File: src/rtl/random_range_sampler.sv
// random_range_sampler: turns the free-running 11-bit PRNG state into a
// bounded value in [0, limit) using rejection sampling with a fallback fold
// after MAX_TRIES candidates.
// The PRNG output is registered before it is judged, so the first candidate
// is the value present in the cycle right after the request is accepted.
// Optional feature: define SAMPLER_STATS_EN to add the reject_total counter.
module random_range_sampler #(
   parameter int RESULT_WIDTH = 5,
   parameter int MAX_TRIES    = 16
) (
   input  logic                    clock,
   input  logic                    reset,
   input  logic [10:0]             lfsr_value,
   input  logic                    request,
   input  logic [RESULT_WIDTH-1:0] limit,
   output logic                    busy,
   output logic                    valid,
   input  logic                    ready,
   output logic [RESULT_WIDTH-1:0] result,
   output logic                    range_error
`ifdef SAMPLER_STATS_EN
   ,
   output logic [7:0]              reject_total
`endif
);

   localparam int TRIES_W = $clog2(MAX_TRIES) + 1;
   localparam logic [TRIES_W-1:0] LAST_TRY = TRIES_W'(MAX_TRIES - 1);

   typedef enum logic [1:0] {
      S_IDLE,
      S_SAMPLE,
      S_DONE
   } state_e;

   state_e                  state_q, state_d;
   logic [RESULT_WIDTH-1:0] lim_q, lim_d;
   logic [RESULT_WIDTH-1:0] mask_q, mask_d;
   logic [TRIES_W-1:0]      tries_q, tries_d;
   logic                    first_q, first_d;
   logic [RESULT_WIDTH-1:0] samp_q, samp_d;
   logic [RESULT_WIDTH-1:0] result_q, result_d;
   logic                    err_q, err_d;
   logic                    valid_q, valid_d;
   logic                    busy_q, busy_d;
   logic [RESULT_WIDTH-1:0] cand;
`ifdef SAMPLER_STATS_EN
   logic [7:0]              rej_q, rej_d;
`endif

   // Only the low RESULT_WIDTH bits of the PRNG state are ever used.
   if (RESULT_WIDTH < 11) begin : g_unused
      logic unused_lfsr_bits;
      assign unused_lfsr_bits = ^lfsr_value[10:RESULT_WIDTH];
   end

   // Smallest 2^k-1 covering lim-1: smear the top set bit of lim-1 downwards.
   function automatic logic [RESULT_WIDTH-1:0] mask_for(input logic [RESULT_WIDTH-1:0] lim);
      logic [RESULT_WIDTH-1:0] m;
      m = lim - RESULT_WIDTH'(1);
      for (int i = 1; i < RESULT_WIDTH; i++) begin
         m = m | (m >> i);
      end
      if (lim == '0) begin
         m = '0;
      end
      return m;
   endfunction

   // Next-state, datapath and output-register update for the draw FSM.
   always_comb begin
      // NOTE: every variable gets a default first so no path leaves it unassigned (no latches).
      state_d  = state_q;
      lim_d    = lim_q;
      mask_d   = mask_q;
      tries_d  = tries_q;
      first_d  = 1'b0;
      samp_d   = lfsr_value[RESULT_WIDTH-1:0];
      result_d = result_q;
      err_d    = err_q;
      valid_d  = valid_q;
      busy_d   = busy_q;
`ifdef SAMPLER_STATS_EN
      rej_d    = rej_q;
`endif
      cand     = samp_q & mask_q;

      case (state_q)
         S_IDLE: begin
            if (request) begin
               lim_d   = limit;
               mask_d  = mask_for(limit);
               tries_d = '0;
               first_d = 1'b1;
               busy_d  = 1'b1;
               state_d = S_SAMPLE;
            end
         end

         S_SAMPLE: begin
            // The first SAMPLE cycle only loads samp_q with a fresh candidate.
            if (!first_q) begin
               if (lim_q == '0) begin
                  result_d = '0;
                  err_d    = 1'b1;
                  valid_d  = 1'b1;
                  state_d  = S_DONE;
               end else if (cand < lim_q) begin
                  result_d = cand;
                  err_d    = 1'b0;
                  valid_d  = 1'b1;
                  state_d  = S_DONE;
               end else if (tries_q == LAST_TRY) begin
                  // Fold stays in range since mask <= 2*lim-2.
                  result_d = cand - lim_q;
                  err_d    = 1'b0;
                  valid_d  = 1'b1;
                  state_d  = S_DONE;
               end else begin
                  tries_d = tries_q + TRIES_W'(1);
`ifdef SAMPLER_STATS_EN
                  if (rej_q != 8'hFF) begin
                     rej_d = rej_q + 8'd1;
                  end
`endif
               end
            end
         end

         S_DONE: begin
            if (ready) begin
               valid_d = 1'b0;
               busy_d  = 1'b0;
               state_d = S_IDLE;
            end
         end

         default: begin
            state_d = S_IDLE;
            valid_d = 1'b0;
            busy_d  = 1'b0;
         end
      endcase
   end

   // State and output registers with asynchronous active-low reset.
   always_ff @(posedge clock or negedge reset) begin
      // NOTE: every register here is small control/data state, so all are reset; sequential state uses <= only.
      if (!reset) begin
         state_q  <= S_IDLE;
         lim_q    <= '0;
         mask_q   <= '0;
         tries_q  <= '0;
         first_q  <= 1'b0;
         samp_q   <= '0;
         result_q <= '0;
         err_q    <= 1'b0;
         valid_q  <= 1'b0;
         busy_q   <= 1'b0;
`ifdef SAMPLER_STATS_EN
         rej_q    <= '0;
`endif
      end else begin
         state_q  <= state_d;
         lim_q    <= lim_d;
         mask_q   <= mask_d;
         tries_q  <= tries_d;
         first_q  <= first_d;
         samp_q   <= samp_d;
         result_q <= result_d;
         err_q    <= err_d;
         valid_q  <= valid_d;
         busy_q   <= busy_d;
`ifdef SAMPLER_STATS_EN
         rej_q    <= rej_d;
`endif
      end
   end

   assign busy        = busy_q;
   assign valid       = valid_q;
   assign result      = result_q;
   assign range_error = err_q;
`ifdef SAMPLER_STATS_EN
   assign reject_total = rej_q;
`endif

endmodule

File: config.mk
export PLATFORM = sky130hd
export DESIGN_NAME = random_range_sampler
export DESIGN_NICKNAME = d
export VERILOG_FILES = /design/src/rtl/random_range_sampler.sv
export SDC_FILE = /design/constraint.sdc
export NUM_CORES = 1
export LEC_CHECK = 0
export ABC_AREA = 1
export CAP_MARGIN = 15
export CORE_MARGIN = 4
export CORE_UTILIZATION = 56
export DETAILED_ROUTE_END_ITERATION = 16
export PLACE_DENSITY = 0.83
export SKIP_CTS_REPAIR_TIMING = 1
export SLEW_MARGIN = 10
export SYNTH_ARGS = -nofsm -noshare
export SYNTH_HDL_FRONTEND = slang
export SYNTH_SLANG_ARGS = --single-unit
File: constraint.sdc
create_clock -name clock -period 4.47 [get_ports clock]
set_input_delay 1.341 -clock clock [delete_from_list [all_inputs] [get_ports clock]]
set_output_delay 1.341 -clock clock [all_outputs]
set_load 0.01 [all_outputs]
* Word level (Yosys, flattened, before mapping)
Index checks and enable logic that the tools add are counted.
** Storage, ports and cells
- Flip-flop bits (word level) :: 31
- Bits of input ports :: 20
- Output and inout port bits :: 8
** Cells by class
- Add/subtract/negate cells :: 3
- $lt $le $gt $ge :: 1
- Equality and inequality tests :: 10
- Mux-type cells :: 30
- Bitwise operators :: 8
- Reduce and logical (&&, ||, !) cells :: 11
** Operators by type and width (count)
- two-way mux 5 bit :: 9
- two-way mux 2 bit :: 6
- inequality test 2 bit (second input constant) :: 6
- two-way mux 1 bit :: 11
- logical NOT 5 bit :: 2
- case mux 5 bit (2 select lines) :: 1
- AND reduction 4 bit :: 2
- case mux 1 bit (3 select lines) :: 2
- case mux 2 bit (3 select lines) :: 1
- AND reduction 3 bit :: 2
- AND reduction 6 bit :: 1
- adder 5 x 1 -> 5 bit (second input constant) :: 1
- AND 5 bit :: 1
- == test 5 x 4 -> 1 bit (second input constant) :: 1
- less-than comparator 5 bit :: 1
- bitwise OR 5 x 1 -> 5 bit :: 1
- bitwise OR 5 x 2 -> 5 bit :: 1
- bitwise OR 5 x 3 -> 5 bit :: 1
- bitwise OR 5 x 4 -> 5 bit :: 1
- subtractor 5 x 1 -> 5 bit (second input constant) :: 1
- subtractor 5 bit :: 1
- inequality test 4 bit (second input constant) :: 1
- NOT 1 bit :: 3
- nonzero test 3 bit :: 1
- 5 further kinds :: 5

* Longest topological paths before layout
Gate-level depths: netlist of run 1.
- Word-level depth :: 6
- Mapped depth :: 14

* Worst setup path before layout of run 1
Ideal clock, no wire load.
- Path kind :: input -> register
- From :: input limit[1]
- To :: register mask_q[0]
- Arrival :: 2198 ps
- Data required time :: 4339 ps
- Setup slack :: 2141 ps
- Cell stages on the path :: 8
- Path buffers :: 0
- Path through :: inv_1 -> ha_1 -> nand2_1 -> or2_2 -> nand2_1 -> inv_1 -> nand2_1 -> o211ai_1
** Between the ends
- Word-level cells in the longest chain between the ends :: 6
** RTL lines
- start, declared :: line 15 : input logic [RESULT_WIDTH-1:0] limit,
- subtractor 5 x 1 -> 5 bit :: line 60 : m = lim - RESULT_WIDTH'(1);
- bitwise OR 5 x 4 -> 5 bit :: line 62 : m = m | (m >> i);
- bitwise OR 5 x 3 -> 5 bit :: line 62
- bitwise OR 5 x 2 -> 5 bit :: line 62
- bitwise OR 5 x 1 -> 5 bit :: line 62
- two-way mux 5 bit (*) :: line 64 : if (lim == '0) begin
- end signal, assigned :: line 166 : mask_q <= mask_d;
- end, declared :: line 38 : logic [RESULT_WIDTH-1:0] mask_q, mask_d;
Every way passes the cells marked *; elsewhere a longest branch is shown, timed or not.
A chain may end at the register's enable or synchronous reset.

* Final worst setup path of run 1
- From :: input request
- To :: register tries_q[4]
** Between the ends
- Word-level cells in the longest chain between the ends :: 2
** RTL lines
- start, declared :: line 14 : input logic request,
- inequality test 2 bit (no source line)
- AND reduction 6 bit (no source line)
- end signal, assigned :: line 167 : tries_q <= tries_d;
- end, declared :: line 39 : logic [TRIES_W-1:0] tries_q, tries_d;
Every way passes these cells.

==> results.sh, run 1 <==
export IMPL_cp_max_fo=12
export IMPL_grt_overflow_total=0
export IMPL_dp_cells=248
export IMPL_worstMarginPinSlew_ns=0.3713
export IMPL_multiInputGateArea_sq_um=792.0
export IMPL_synth_main_ff_cell="dfrtp_1"
export IMPL_viasPerCell=5.247
export IMPL_cts_buffers=5
export IMPL_drt_wl_total_um=2969
export IMPL_finalHoldViolCount=0
export IMPL_coreArea_sq_mm=0.002805
export IMPL_cts_sinks=31
export IMPL_cp_startpoint="request"
export IMPL_final_cells=255
export IMPL_antenna_found_initial=0
export IMPL_drc=0
export IMPL_tns_ns=0
export IMPL_cts_tree="built"
export IMPL_maxSlewHeadroom=0.7525
export IMPL_power_per_cell_area_mw_per_mm2=653.7
export IMPL_status="completed"
export IMPL_cp_start_kind="input port"
export IMPL_layout_common_cells="nand2_1, dfrtp_1, inv_1"
export IMPL_gp_congestion=0.8881
export IMPL_grt_max_degree=32
export IMPL_dr_pass1_iters=4
export IMPL_insertion_delay_ns=0.33
export IMPL_grt_pass1_vias=1296
export IMPL_diodes=0
export IMPL_rsz0062_at_grt="false"
export IMPL_io_pins=28
export IMPL_leakagePower_uw=0.001003
export IMPL_cts_buffer_depth=2
export IMPL_final_common_cell="nand2_1"
export IMPL_netlist_area_sq_mm=0.001680
export IMPL_clk_pin_slew_ns=0.09
export IMPL_drive_above_1_share=0.1339
export IMPL_grt_pass1_wl_um=5464
export IMPL_num_rows=19
export IMPL_numPortBuffers=21
export IMPL_ys_warnings_count=0
export IMPL_fillers=231
export IMPL_worstSetupPathType="in2reg"
export IMPL_chipHeight_um=62.78
export IMPL_maxSlewViolCount=0
export IMPL_seqCellArea_sq_um=775.7
export IMPL_yosysSeqAreaShare=0.4617
export IMPL_nets=253
export IMPL_hpwlAfterDp_um=2347
export IMPL_synth_cells=196
export IMPL_vdd_drop_max_uv=323.9
export IMPL_syn_num_nets=225
export IMPL_critPathArrivalTime_ns=2.83
export IMPL_end_kind="flop"
export IMPL_cts_htree_levels=2
export IMPL_hp_start="valid"
export IMPL_first_iter_violations=68
export IMPL_cap_violations=0
export IMPL_syn_area_per_cell_sq_um=8.573
export IMPL_finalCritPeriodShare=0.5843
export IMPL_synth_edf_count=0
export IMPL_hold_worst_slack_ns=0.4867
export IMPL_ys_seq_elements=31
export IMPL_syn2layout_area_growth_pct=18.39
export IMPL_postRouteAntennaNets=0
export IMPL_clock_fmax_ghz=0.3829
export IMPL_worst_clock_skew_ns=0.006759
export IMPL_setup_viol=0
export IMPL_synth_cell_types=29
export IMPL_hold_class="reg2reg"
export IMPL_die_area_sq_mm=0.003941
export IMPL_wire_per_inst_um=11.64
export IMPL_globalRouteTotalUtil=0.1771
export IMPL_vias=1338
export IMPL_clockRootBuffer="clkbuf_4"
export IMPL_layout_min_cycle_time_ns=2.612
export IMPL_async_reset_ff_frac=1.000
export IMPL_cp_data_required_time_ns=4.69
export IMPL_fp_dieW_um=62.78
export IMPL_initial_core_util=0.5990
export IMPL_r2r_start="mask_q[1]"
==> Yosys cell counts, types with 2 or more instances <==
cell type / instances / area share
nand2_4: 4 / 0.027
nand4_1: 3 / 0.011
inv_1: 26 / 0.058
nor3_1: 2 / 0.0060
nor2_4: 2 / 0.013
o21ai_1: 6 / 0.018
nor2_1: 3 / 0.0067
o21ai_0: 13 / 0.039
nand2_2: 4 / 0.015
inv_2: 2 / 0.0045
nand2_1: 54 / 0.12
ha_1: 8 / 0.060
or2_2: 4 / 0.015
o211ai_1: 4 / 0.018
nand3_1: 14 / 0.042
dfrtp_1: 31 / 0.46
nor2_2: 2 / 0.0074
nand3b_1: 2 / 0.0089
xor2_1: 2 / 0.010
==> metal layers <==
layer	wire length (um)	track usage
met5	0	0
met4	59	0.07989
met3	182	0.05935
met2	1439	0.3009
met1	1287	0.2009
==> cells by family (layout without fill, tap and decap cells) <==
| logic type | after synthesis | in the layout | share of synthesized area |
|---|---|---|---|
| xor+xnor | 3 | 3 | 0.01564 |
| fa+ha+maj | 9 | 9 | 0.07148 |
| simple gates | 96 | 96 | 0.2904 |
| buf+inv | 30 | 58 | 0.06701 |
| flops | 31 | 31 | 0.4617 |
| compound gates | 27 | 27 | 0.09383 |
==> critical path, stage by stage <==
cell	delay (ns)
clkdlybuf4s50_1	0.48
inv_1	0.07
nor2_4	0.23
clkinv_1	0.31
o21ai_2	0.17
nand2_4	0.10
nand2_1	0.07
o21ai_1	0.06
==> state kept, by name, indices dropped and copies added, names as in the netlist <==
register,cells
mask_q,5
samp_q,5
range_error,1
valid,1
first_q,1
tries_q,5
lim_q,5
state_q,2
result,5
busy,1
==> where the power goes <==
| group | switching, uW | internal [uW] | total, uW |
|---|---|---|---|
| registers | 61.4 | 376 | 438 |
| logic | 420 | 280 | 700 |
| clock network | 90.1 | 72.7 | 163 |
==> through the flow <==
stage | util | power, uW | instance area [sq um] | setup WS [ns]
3_5_place_dp | 0.6891 | 1144 | 1933 | 1.520
6_report | 0.7092 | 1301 | 1989 | 1.858
5_1_grt | 0.7092 | 1431 | 1989 | 1.742
3_3_place_gp | 0.6891 | 1113 | 1933 | 1.545
4_1_cts | 0.7092 | 1312 | 1989 | 1.872
2_1_floorplan | - | 953.8 | 1680 | 2.141
==> final timing paths <==
path | endpoint | slack (ns) | cells after the start
worst max-delay path | tries_q[4] | 1.86 | 8
worst min-delay path | valid | 0.49 | 2
worst max register to register | tries_q[4] | 2.67 | 14
worst min register to register | valid | 0.49 | 2
max in group asynchronous | state_q[0] | 2.81 | 2
min in group asynchronous | range_error | 1.39 | 2
==> area by class of cell <==
class | instances | area share
multi-input cells | 135 | 0.3981
well taps | 31 | 0.01950
inverters | 29 | 0.05472
clock inverters | 1 | 0.002516
repair buffers | 22 | 0.1094
clock buffers | 6 | 0.02579
flip-flops and latches | 31 | 0.3899
(Power assumes the default switching activity.)
==> run 2, diff against run 1 <==
--- a/config.mk
+++ b/config.mk
@@ -8,9 +8,9 @@
 export ABC_AREA = 1
 export CAP_MARGIN = 15
 export CORE_MARGIN = 4
-export CORE_UTILIZATION = 56
+export CORE_UTILIZATION = 47
 export DETAILED_ROUTE_END_ITERATION = 16
-export PLACE_DENSITY = 0.83
+export PLACE_DENSITY = 0.75
 export SKIP_CTS_REPAIR_TIMING = 1
 export SLEW_MARGIN = 10
 export SYNTH_ARGS = -nofsm -noshare
==> constraint.sdc (replaced) <==
create_clock -name clock -period 2.3 [get_ports clock]
set_input_delay 0.69 -clock clock [delete_from_list [all_inputs] [get_ports clock]]
set_output_delay 0.69 -clock clock [all_outputs]
set_load 0.01 [all_outputs]
==> run 2 against run 1 <==
Sequential share of layout area down 0.79 points. Die area increased by 17%. Final area rose by 2.1%.
==> results.sh, run 2 (synthesis results as in run 1) <==
export IMPL_setup_ws_ns=0.3779
export IMPL_pre_cts_ws_ns=0.02738
export IMPL_dr_pass1_iters=4
export IMPL_fin_util=0.5991
export IMPL_cts_htree_levels=2
export IMPL_die_area_sq_mm=0.004596
export IMPL_status="completed"
export IMPL_finalPower_uw=2519
export IMPL_cts_tree="built"
export IMPL_final_common_cell="nand2_1"
export IMPL_setup_viol=0
export IMPL_clockRootBuffer="clkbuf_4"
export IMPL_finalHoldViolCount=0
export IMPL_viasPerCell=4.648
export IMPL_cap_violations=0
export IMPL_worstSetupPathType="in2reg"
export IMPL_clk_pin_slew_ns=0.09
export IMPL_vdd_drop_max_uv=484.7
export IMPL_cp_max_fo=4
export IMPL_tns_ns=0
export IMPL_critPathArrivalTime_ns=2.13
export IMPL_cp_start_kind="input port"
export IMPL_drt_wl_total_um=2816
export IMPL_leakagePower_uw=0.001017
export IMPL_cp_data_required_time_ns=2.51
export IMPL_grt_overflow_total=0
export IMPL_internal_power_uw=1428
export IMPL_cts_buffer_depth=2
export IMPL_comb_power_share=0.538
export IMPL_pwr_share_clk=0.125
export IMPL_syn2layout_area_growth_pct=20.85
export IMPL_grt_pass1_vias=1151
export IMPL_insertion_delay_ns=0.33
export IMPL_hold_class="reg2reg"
export IMPL_rsz0062_at_grt="false"
export IMPL_maxSlewViolCount=0
export IMPL_worst_clock_skew_ns=0.009336
export IMPL_wire_per_inst_um=10.32
export IMPL_globalRouteTotalUtil=0.1495
export IMPL_postRouteAntennaNets=0
export IMPL_num_rows=21
export IMPL_worstMarginPinSlew_ns=0.3941
export IMPL_dp_cells=266
export IMPL_gp_congestion=0.7723
export IMPL_coreArea_sq_mm=0.003390
export IMPL_swShare=0.4331
export IMPL_antenna_found_initial=0
export IMPL_final_cells=273
export IMPL_grt_pass1_wl_um=5037
export IMPL_diodes=0
export IMPL_clock_fmax_ghz=0.5203
export IMPL_numPortBuffers=21
export IMPL_nets=256
export IMPL_grt_max_degree=32
export IMPL_hpwlAfterDp_um=2211
export IMPL_drc=0
export IMPL_finalCritPeriodShare=0.8357
export IMPL_first_iter_violations=74
export IMPL_layout_min_cycle_time_ns=1.922
export IMPL_cts_buffers=5
export IMPL_end_kind="flop"
export IMPL_chipHeight_um=67.80
export IMPL_io_pins=28
export IMPL_drive_above_1_share=0.1454
export IMPL_vias=1269
export IMPL_fp_dieW_um=67.80
export IMPL_maxSlewHeadroom=0.7373
export IMPL_sequentialPowerShare=0.337
export IMPL_power_per_cell_area_mw_per_mm2=1240
export IMPL_cts_sinks=31
export IMPL_initial_core_util=0.4958
export IMPL_layout_common_cells="nand2_1, dfrtp_1, inv_1"
export IMPL_p_sw_uw=1091
[run 2: final timing paths]
path | startpoint | to | slack [ns] | cells after the start
setup / recovery | limit[1] | mask_q[1] | 0.38 | 9
hold / removal | valid | valid | 0.48 | 2
setup reg to reg | mask_q[4] | tries_q[1] | 0.51 | 10
hold reg to reg | valid | valid | 0.48 | 2
max in group asynchronous | reset | samp_q[4] | 1.27 | 2
min in group asynchronous | reset | tries_q[1] | 0.73 | 2
[run 2: metal layers]
layer	vias to the layer above	part of all wire	GRT usage	wire length (um)
met2	21	0.43	0.2260	1222
met1	548	0.50	0.1902	1400
li1	694	-	-	-
met5	-	0	0	0
met3	6	0.049	0.05491	138
met4	0	0.019	0.06700	54
[run 2: power by group through the flow]
stage / combinational, uW / clock [uW] / sequential, uW
6_report: 1360 / 314 / 848
3_3_place_gp: 1340 / 0 / 855
5_1_grt: 1540 / 360 / 870
4_1_cts: 1380 / 331 / 850
3_5_place_dp: 1360 / 0 / 861
2_1_floorplan: 983 / 0 / 871
[run 2: worst max-delay path: stages]
cell	delay [ns]
clkdlybuf4s50_1	0.44
inv_1	0.09
ha_1	0.18
nand2_1	0.08
or2_2	0.29
nand2_1	0.13
inv_1	0.05
nand2_1	0.09
o211ai_1	0.09
[run 2: cell type report]
type | count | area [sq um]
clock inverter | 1 | 5.005
tap | 46 | 57.56
fill | 302 | 1359
clock buffer | 6 | 51.30
multi-input combinational | 135 | 792.0
timing repair buffer | 25 | 240.2
sequential | 31 | 775.7
inverter | 29 | 108.9
[run 2: metrics by stage]
step | area (sq um) | hold slack (ns)
after floorplan | 1680 | 0.3944
after global placement | 1974 | 0.4538
after detailed placement | 1974 | 0.4588
after CTS | 2031 | 0.4821
after global routing | 2031 | 0.5000
final | 2031 | 0.4756
==> run 3, diff against run 2 <==
--- a/config.mk
+++ b/config.mk
@@ -8,9 +8,9 @@
 export ABC_AREA = 1
 export CAP_MARGIN = 15
 export CORE_MARGIN = 4
-export CORE_UTILIZATION = 47
+export CORE_UTILIZATION = 52
 export DETAILED_ROUTE_END_ITERATION = 16
-export PLACE_DENSITY = 0.75
+export PLACE_DENSITY = 0.78
 export SKIP_CTS_REPAIR_TIMING = 1
 export SLEW_MARGIN = 10
 export SYNTH_ARGS = -nofsm -noshare
==> constraint.sdc (replaced) <==
create_clock -name clock -period 1.81 [get_ports clock]
set_input_delay 0.543 -clock clock [delete_from_list [all_inputs] [get_ports clock]]
set_output_delay 0.543 -clock clock [all_outputs]
set_load 0.01 [all_outputs]
==> run 3 against run 2 <==
Sequential power is 29% higher. Largest power group unchanged. Sequential cell count stayed put. Count of clock-buffer cells in the layout stayed put. Utilization is 13 points higher.
==> results.sh, run 3 (synthesis results as in run 1) <==
export IMPL_drt_wl_total_um=3502
export IMPL_maxSlewHeadroom=0.7475
export IMPL_cap_violations=0
export IMPL_reg2reg_depth=13
export IMPL_nets=273
export IMPL_numPortBuffers=21
export IMPL_slowest_stage="clkdlybuf4s50_1"
export IMPL_cts_buffers=5
export IMPL_grt_pass1_vias=1313
export IMPL_cts_htree_levels=2
export IMPL_maxSlewViolCount=0
export IMPL_final_common_cell="nand2_1"
export IMPL_coreArea_sq_mm=0.003078
export IMPL_clockRootBuffer="clkbuf_4"
export IMPL_hold_class="reg2reg"
export IMPL_layout_min_cycle_time_ns=1.759
export IMPL_grt_overflow_total=0
export IMPL_path_cells="clkdlybuf4s50_1"
export IMPL_reg2reg_to="tries_q[2]"
export IMPL_hold_worst_slack_ns=0.4827
export IMPL_worstMarginPinSlew_ns=0.3788
export IMPL_syn2layout_area_growth_pct=32.69
export IMPL_viasPerCell=4.997
export IMPL_cp_startpoint="result[4]"
export IMPL_globalRouteTotalUtil=0.1693
export IMPL_crit_cells=1
export IMPL_postRouteAntennaNets=0
export IMPL_critPathArrivalTime_ns=1.22
export IMPL_cp_start_kind="flop"
export IMPL_insertion_delay_ns=0.33
export IMPL_leakagePower_uw=0.001144
export IMPL_finalCritPeriodShare=0.9716
export IMPL_antenna_found_initial=0
export IMPL_drc=0
export IMPL_finalPower_uw=3649
export IMPL_cts_buffer_depth=2
export IMPL_finalHoldViolCount=0
export IMPL_r2r_start="lim_q[1]"
export IMPL_initial_core_util=0.5459
export IMPL_grt_pass1_wl_um=5471
export IMPL_cp_max_fo=2
export IMPL_fp_dieW_um=64.85
export IMPL_wire_per_inst_um=12.12
export IMPL_io_pins=28
export IMPL_rsz0062_at_grt="true"
export IMPL_multiInputGateArea_sq_um=875.8
export IMPL_cp_data_required_time_ns=1.27
export IMPL_cts_sinks=31
export IMPL_hpwlAfterDp_um=2429
export IMPL_seqCellArea_sq_um=775.7
export IMPL_fillers=225
export IMPL_worst_clock_skew_ns=0.01446
export IMPL_gp_congestion=0.7539
export IMPL_end_kind="output port"
export IMPL_grt_max_degree=32
export IMPL_layout_common_cells="nand2_1, dfrtp_1, inv_1"
export IMPL_setup_viol=0
export IMPL_status="completed"
export IMPL_crit_buf_inv=1
export IMPL_power_per_cell_area_mw_per_mm2=1637
export IMPL_fin_util=0.7244
export IMPL_r2r_slack_ns=0.06
export IMPL_pre_cts_ws_ns=-0.2459
export IMPL_clk_pin_slew_ns=0.09
export IMPL_clock_fmax_ghz=0.5686
export IMPL_worstSetupPathType="reg2out"
export IMPL_vdd_drop_max_uv=756.5
export IMPL_first_iter_violations=48
export IMPL_setup_ws_ns=0.05135
export IMPL_num_rows=20
export IMPL_max_stage_delay_ns=0.53
export IMPL_diodes=0
export IMPL_drive_above_1_share=0.2490
export IMPL_endpoint="result[4]"
export IMPL_dr_pass1_iters=4
export IMPL_vias=1444
export IMPL_die_area_sq_mm=0.004205
export IMPL_cp_top_family="buffers and inverters"
export IMPL_chipHeight_um=64.85
export IMPL_cts_tree="built"
==> run 3: per-stage QoR <==
step | TNS (ns) | cells | area, sq um
floorplan | 0 | 196 | 1680
global placement | -0.6288 | 274 | 2047
detailed placement | -0.7802 | 274 | 2047
CTS | -0.01272 | 282 | 2101
global route | -0.1666 | 289 | 2230
finish | 0 | 289 | 2230
==> run 3: per-layer routing <==
metal	GRT usage	vias to the layer above	wire length, um
met2	0.2733	41	1699
met4	0.07124	0	51
li1	-	734	-
met1	0.2156	664	1566
met3	0.04159	5	186
met5	0	-	0
==> run 3: worst min-delay path by stage <==
stage	startpoint	endpoint	slack, ns	depth (start not counted)
after global routing	result[4]	result[4]	0.50	2
after global placement	valid	valid	0.45	2
final	valid	valid	0.48	2
after floorplan	reset	busy	0.25	0
after CTS	valid	valid	0.48	2
after detailed placement	valid	valid	0.46	2
==> run 3: area by class of cell <==
cell class / instances / area share
Clock buffer: 6 / 0.01852
Clock inverter: 2 / 0.005612
Inverter: 29 / 0.04882
Multi-Input combinational cell: 137 / 0.3928
Sequential cell: 31 / 0.3479
Tap cell: 44 / 0.02469
Timing Repair Buffer: 40 / 0.1616
==> run 3: power by group <==
| group | switching, uW | internal, uW |
|---|---|---|
| Sequential | 163 | 928 |
| Combinational | 1250 | 921 |
| Clock | 233 | 150 |
